<file path="config.mk">
export PLATFORM = sky130hd
export DESIGN_NAME = tlul_sram_responder
export DESIGN_NICKNAME = d
export VERILOG_FILES = /design/src/rtl/tlul_pkg.sv /design/src/rtl/tlul_sram_responder.sv
export SDC_FILE = /design/constraint.sdc
export NUM_CORES = 1
export LEC_CHECK = 0
export BUFFER_PORTS_ARGS = -buffer_cell sky130_fd_sc_hd__buf_4
export CORE_AREA = 5 5 111 134
export CTS_CLUSTER_DIAMETER = 150
export CTS_CLUSTER_SIZE = 24
export DETAILED_ROUTE_END_ITERATION = 8
export DIE_AREA = 0 0 116 139
export PLACE_DENSITY = 0.76
export SETUP_SLACK_MARGIN = 0.4
export SLEW_MARGIN = 20
export SYNTH_ARGS = -nofsm -noshare
export SYNTH_HDL_FRONTEND = slang
export SYNTH_SLANG_ARGS = --single-unit
</file>
<file path="constraint.sdc">
create_clock -name clk_i -period 1.9 [get_ports clk_i]
set_clock_uncertainty 0.1 [all_clocks]
set_input_delay 0.57 -clock clk_i [delete_from_list [all_inputs] [get_ports clk_i]]
set_output_delay 0.57 -clock clk_i [all_outputs]
set_load 0.02 [all_outputs]
</file>
<file path="src/rtl/tlul_pkg.sv">
// TileLink-UL request/response channel types and opcode encodings
// shared by the SRAM responder and its hosts.
package tlul_pkg;

  localparam logic [2:0] PutFullData    = 3'h0;
  localparam logic [2:0] PutPartialData = 3'h1;
  localparam logic [2:0] Get            = 3'h4;

  localparam logic [2:0] AccessAck      = 3'h0;
  localparam logic [2:0] AccessAckData  = 3'h1;

  typedef logic [15:0] tl_d_user_t;
  localparam tl_d_user_t TL_D_USER_DEFAULT = 16'h0000;

  typedef struct packed {
    logic        a_valid;
    logic [2:0]  a_opcode;
    logic [2:0]  a_param;
    logic [1:0]  a_size;
    logic [7:0]  a_source;
    logic [31:0] a_address;
    logic [3:0]  a_mask;
    logic [31:0] a_data;
    logic        d_ready;
  } tl_h2d_t;

  typedef struct packed {
    logic        d_valid;
    logic [2:0]  d_opcode;
    logic [2:0]  d_param;
    logic [1:0]  d_size;
    logic [7:0]  d_source;
    logic        d_sink;
    logic [31:0] d_data;
    tl_d_user_t  d_user;
    logic        d_error;
    logic        a_ready;
  } tl_d2h_t;

endpackage

</file>
<file path="src/rtl/tlul_sram_responder.sv">
// TL-UL device bridging to a single-port SRAM with one-cycle read latency;
// two-entry response buffer so a_ready can be registered.
module tlul_sram_responder
  import tlul_pkg::*;
#(
  parameter int SramAw   = 12,
  parameter int ErrOnOor = 1
) (
  input  logic              clk_i,
  input  logic              rst_ni,
  input  tl_h2d_t           tl_i,
  output tl_d2h_t           tl_o,
  output logic              sram_req_o,
  output logic              sram_we_o,
  output logic [SramAw-1:0] sram_addr_o,
  output logic [31:0]       sram_wdata_o,
  output logic [31:0]       sram_wmask_o,
  input  logic [31:0]       sram_rdata_i
);

  typedef struct packed {
    logic [2:0] opcode;
    logic [1:0] size;
    logic [7:0] source;
    logic       error;
  } rsp_t;

  rsp_t        rsp_q  [2];
  logic [31:0] data_q [2];
  logic        wr_ptr, rd_ptr;
  logic [1:0]  count, count_d;
  logic        a_ready_q;
  logic        rd_pend_q;   // a Get issued to the SRAM last cycle
  logic        rd_slot_q;   // slot waiting for that read data

  logic is_get, is_put, bad_op, oor, req_err, a_ack, d_ack, d_valid;
  logic unused_param;

  assign unused_param = ^tl_i.a_param;

  assign is_get  = (tl_i.a_opcode == Get);
  assign is_put  = (tl_i.a_opcode == PutFullData) || (tl_i.a_opcode == PutPartialData);
  assign bad_op  = !(is_get || is_put);
  assign oor     = (ErrOnOor != 0) && ((tl_i.a_address >> (SramAw + 2)) != 32'd0);
  assign req_err = bad_op || (tl_i.a_address[1:0] != 2'b00) || (tl_i.a_size > 2'd2) || oor;

  assign a_ack   = tl_i.a_valid && a_ready_q;
  assign d_valid = (count != 2'd0);
  assign d_ack   = d_valid && tl_i.d_ready;
  assign count_d = count + 2'(a_ack) - 2'(d_ack);

  // Errored requests never touch the SRAM.
  assign sram_req_o   = a_ack && !req_err;
  assign sram_we_o    = sram_req_o && is_put;
  assign sram_addr_o  = tl_i.a_address[SramAw+1:2];
  assign sram_wdata_o = tl_i.a_data;

  // NOTE: every always_comb output gets a default first so no latch is inferred.
  always_comb begin
    sram_wmask_o = '0;
    for (int i = 0; i < 4; i++) begin
      sram_wmask_o[8*i +: 8] = {8{tl_i.a_mask[i]}};
    end
  end

  // NOTE: sequential state uses non-blocking assignments only. The small
  // response storage is reset too, since its contents are visible on the
  // D channel while reset is held.
  always_ff @(posedge clk_i or negedge rst_ni) begin
    if (!rst_ni) begin
      for (int i = 0; i < 2; i++) begin
        rsp_q[i]  <= '0;
        data_q[i] <= '0;
      end
      wr_ptr    <= 1'b0;
      rd_ptr    <= 1'b0;
      count     <= 2'd0;
      a_ready_q <= 1'b0;
      rd_pend_q <= 1'b0;
      rd_slot_q <= 1'b0;
    end else begin
      if (a_ack) begin
        rsp_q[wr_ptr].opcode <= is_get ? AccessAckData : AccessAck;
        rsp_q[wr_ptr].size   <= tl_i.a_size;
        rsp_q[wr_ptr].source <= tl_i.a_source;
        rsp_q[wr_ptr].error  <= req_err;
        data_q[wr_ptr]       <= '0;
        wr_ptr               <= ~wr_ptr;
      end
      // The slot being filled by a read can never be the one a new accept
      // writes in the same cycle: either it is still occupied or the
      // write pointer has already moved past it.
      if (rd_pend_q) begin
        data_q[rd_slot_q] <= sram_rdata_i;
      end
      rd_pend_q <= sram_req_o && !sram_we_o;
      rd_slot_q <= wr_ptr;
      if (d_ack) begin
        rd_ptr <= ~rd_ptr;
      end
      count     <= count_d;
      a_ready_q <= (count_d < 2'd2);
    end
  end

  always_comb begin
    tl_o          = '0;
    tl_o.a_ready  = a_ready_q;
    tl_o.d_valid  = d_valid;
    tl_o.d_opcode = rsp_q[rd_ptr].opcode;
    tl_o.d_size   = rsp_q[rd_ptr].size;
    tl_o.d_source = rsp_q[rd_ptr].source;
    tl_o.d_error  = rsp_q[rd_ptr].error;
    tl_o.d_user   = TL_D_USER_DEFAULT;
    // Read data is forwarded live in its arrival cycle, then from the capture.
    tl_o.d_data   = (rd_pend_q && (rd_slot_q == rd_ptr)) ? sram_rdata_i : data_q[rd_ptr];
  end

endmodule

</file>
==> reports/qor.txt <==
Setup slack, reg-to-reg -> 0.10 ns
Clock Sink Count -> 95
Level count of the clock H-tree -> 3
Std-Cell Rows -> 47
Cell type contributing the most total cell area after synthesis -> sky130_fd_sc_hd__dfrtp_1
Core outline area -> 0.01353 sq mm
Remaining global-route overflow -> 0
Post-synthesis sequential element count -> 95
Cell area reported after detailed placement -> 0.006382 sq mm
Detailed-route DRC error count -> 0
WP data required -> 1.23 ns
Number of fill cells in the layout -> 1258
Area fraction of the dominant cell type after synthesis -> 42.40%
Clock tree from TritonCTS -> done
Average instance area after synthesis -> 9.344 sq um
Met3 usage in global routing -> 4.365%
Fmax -> 0.4029 GHz
Outcome -> complete, but fails checks
Number of nets in the layout -> 779
Crit-path max FO -> 17
Max-slew violation total from the final report -> 0
Gpl congestion -> 0.7459
Fraction of layout instances using a drive strength above 1 -> 40.63%
Initial core utilization -> 41.45%
Fin util -> 51.75%
Number of setup violations in the final report -> 46
Hold bufs inserted after CTS -> 0
Most utilized layer in the global route result -> met2
Minimum hold slack -> 0.03136 ns
Warnings from Yosys -> 0
CTS Root Buffer Type -> sky130_fd_sc_hd__clkbuf_16
Buffers plus inverters on the worst setup path -> 2
Static leakage -> 3.631 nW
Die span in y -> 139 um
Gate family responsible for the most delay along the worst path -> multiplexers
Largest net degree at the start of global routing -> 65
Number of top-level pins -> 266
Post-synthesis instance total -> 600
Antenna violation net count after detailed routing -> 0
Multi-input gate area in the final layout -> 0.002586 sq mm
# diodes -> 0
Number of antenna violations at the first check in global routing -> 0
Width of the die -> 116 um
Detail Placement HPWL -> 9766 um
All-Layer GR Usage -> 16.61%
Endpoint kind of the worst setup timing path -> primary output
Final std cell area, no fill -> 0.006999 sq mm
Number of hold violations in the final report -> 0
Max Buffers Root-to-Sink -> 2
CP startpoint kind -> flip-flop
Floorplan die area -> 0.01612 sq mm
Worst EP arrival -> 1.81 ns
Register Area -> 0.002379 sq mm
Maximum Capacitance Violations -> 0
Netlist area before placement -> 0.005607 sq mm
Violations in the final reports -> negative setup slack
Clk Latency, worst-skew pair -> 0.33 ns
Type of the worst min-delay path -> in -> async
Share of the clock period used by the worst path after layout -> 130.6%
Detailed-route vias per instance -> 4.809
VDD IR max -> 0.4579 mV
Number of buffers created by CTS -> 9
Global routing met1 resource utilization -> 20.14%
Setup CP Type -> reg -> out
Drt initial violations -> 288
Per-cell routed wire length -> 16.16 um
Register area share after synthesis -> 42.40%
Total iterations of the first detailed-routing run -> 4
Vias in the first global route -> 4052
Signed area change from the synthesized netlist to the final layout -> 24.84%
Final worst setup slack -> -0.5822 ns
Library cell contributing the largest single delay on the critical path -> sky130_fd_sc_hd__dfrtp_2
First-pass GRT wire length -> 21330 um
Top cells by area, synth -> sky130_fd_sc_hd__dfrtp_1 42%, sky130_fd_sc_hd__buf_4 14%, sky130_fd_sc_hd__nand2_1 13%
CP max stage delay -> 0.50 ns
Wire length after detailed routing -> 13460 um
Fin crit period -> 2.482 ns
Critical path, cell by cell -> buf_12 -> mux2_2 -> mux2_4 -> buf_4
Clk slew on worst S/H paths -> 0.07 ns
Power density relative to cell area -> 1021 mW/mm^2
Routing usage on met2 -> 27.98%
Count of buffers inserted at the top-level ports -> 116
Vias after detailed routing -> 4006
Distinct cell type count of the synthesized netlist -> 33
Unrepaired setup endpoints after global routing -> true
Sum of negative setup slack -> -23.52 ns
final timing paths:
path,startpoint,endpoint,cells past startpoint
worst max-delay path,rd_ptr,tl_o[23],4
worst max register to register,count[1],a_ready_q,8
min in group clk_i,tl_i[74],rsp_q[6],3
max in group asynchronous,rst_ni,data_q[20],2
worst min-delay path,rst_ni,data_q[41],1
worst min register to register,rsp_q[19],rsp_q[19],2
cell type report:
class / count / share of cell area (%)
Clock buffer: 10 / 3.271
Clock inverter: 6 / 0.9832
Inverter: 2 / 0.1073
Multi-Input combinational cell: 392 / 36.95
Sequential cell: 95 / 33.98
Tap cell: 171 / 3.057
Timing Repair Buffer: 157 / 21.65
placed cells by master (no fill, tap or decap), types with 2 or more instances in the layout:
cell,synthesis,final
sky130_fd_sc_hd__nand2_1,195,195
sky130_fd_sc_hd__dfrtp_1,95,94
sky130_fd_sc_hd__buf_4,101,94
sky130_fd_sc_hd__buf_6,1,51
sky130_fd_sc_hd__mux2_4,30,47
sky130_fd_sc_hd__o21ai_0,34,34
sky130_fd_sc_hd__nand3_1,33,32
sky130_fd_sc_hd__mux2_2,46,29
sky130_fd_sc_hd__conb_1,1,22
sky130_fd_sc_hd__buf_12,3,11
sky130_fd_sc_hd__clkbuf_16,0,9
sky130_fd_sc_hd__nor4_4,0,4
sky130_fd_sc_hd__nand4_1,3,3
sky130_fd_sc_hd__xnor2_4,0,2
sky130_fd_sc_hd__nor2_1,3,2
sky130_fd_sc_hd__o22a_1,2,2
sky130_fd_sc_hd__ha_4,0,2
sky130_fd_sc_hd__clkinv_4,0,2
power breakdown:
group	internal (mW)	leakage [nW]	switching [mW]
clock network	1.03	0.143	0.782
logic	1.48	2.21	1.35
registers	2.31	1.27	0.202
cells by family after synthesis:
kind of cell	Yosys count	synth area share (%)
simple gates	251	18.59
xor+xnor	4	0.7589
other cells	1	0.06689
flops	95	42.40
fa+ha+maj	2	0.4463
buf+inv	134	16.98
compound gates	37	3.481
mux	76	17.27
through the flow:
step | cells | total power, mW | setup slack, ns
6_report | 833 | 7.149 | -0.5822
3_5_place_dp | 810 | 5.037 | -0.3628
4_1_cts | 832 | 7.187 | -0.6027
5_1_grt | 833 | 7.502 | -0.6321
2_1_floorplan | 621 | 4.381 | -0.3003
3_3_place_gp | 810 | 4.987 | -0.3505
synth_stat cells (all sizes together):
cell    instances
nand2         196
buf           120
dfrtp          95
mux2           76
o21ai          34
nand3          33
clkbuf         12
nor4            5
nand4           3
nor2            3
xnor2           3
and2            2
ha              2
inv             2
nor3            2
o22a            2
a211oi          1
and3            1
and3b           1
conb            1
nand2b          1
nand3b          1
nand4b          1
nor2b           1
or2             1
xor2            1
timing repair:
item,4_1_cts,5_1_grt
resized for setup,54,10
setup endpoints to repair,50,56
pin swaps,4,4
buffers inserted,6,1
registers in the layout, summed over array words and instances (netlist names):
name	flops
wr_ptr	1
data_q	64
a_ready_q	1
rd_slot_q	1
count	2
rd_pend_q	1
rd_ptr	1
rsp_q	24
per-layer routing:
layer	wire, um	up-vias
li1	-	1948
met1	5262	1902
met2	6889	112
met3	942	44
met4	366	0
met5	0	-
No activity file was read; power rests on OpenSTA's default activity.
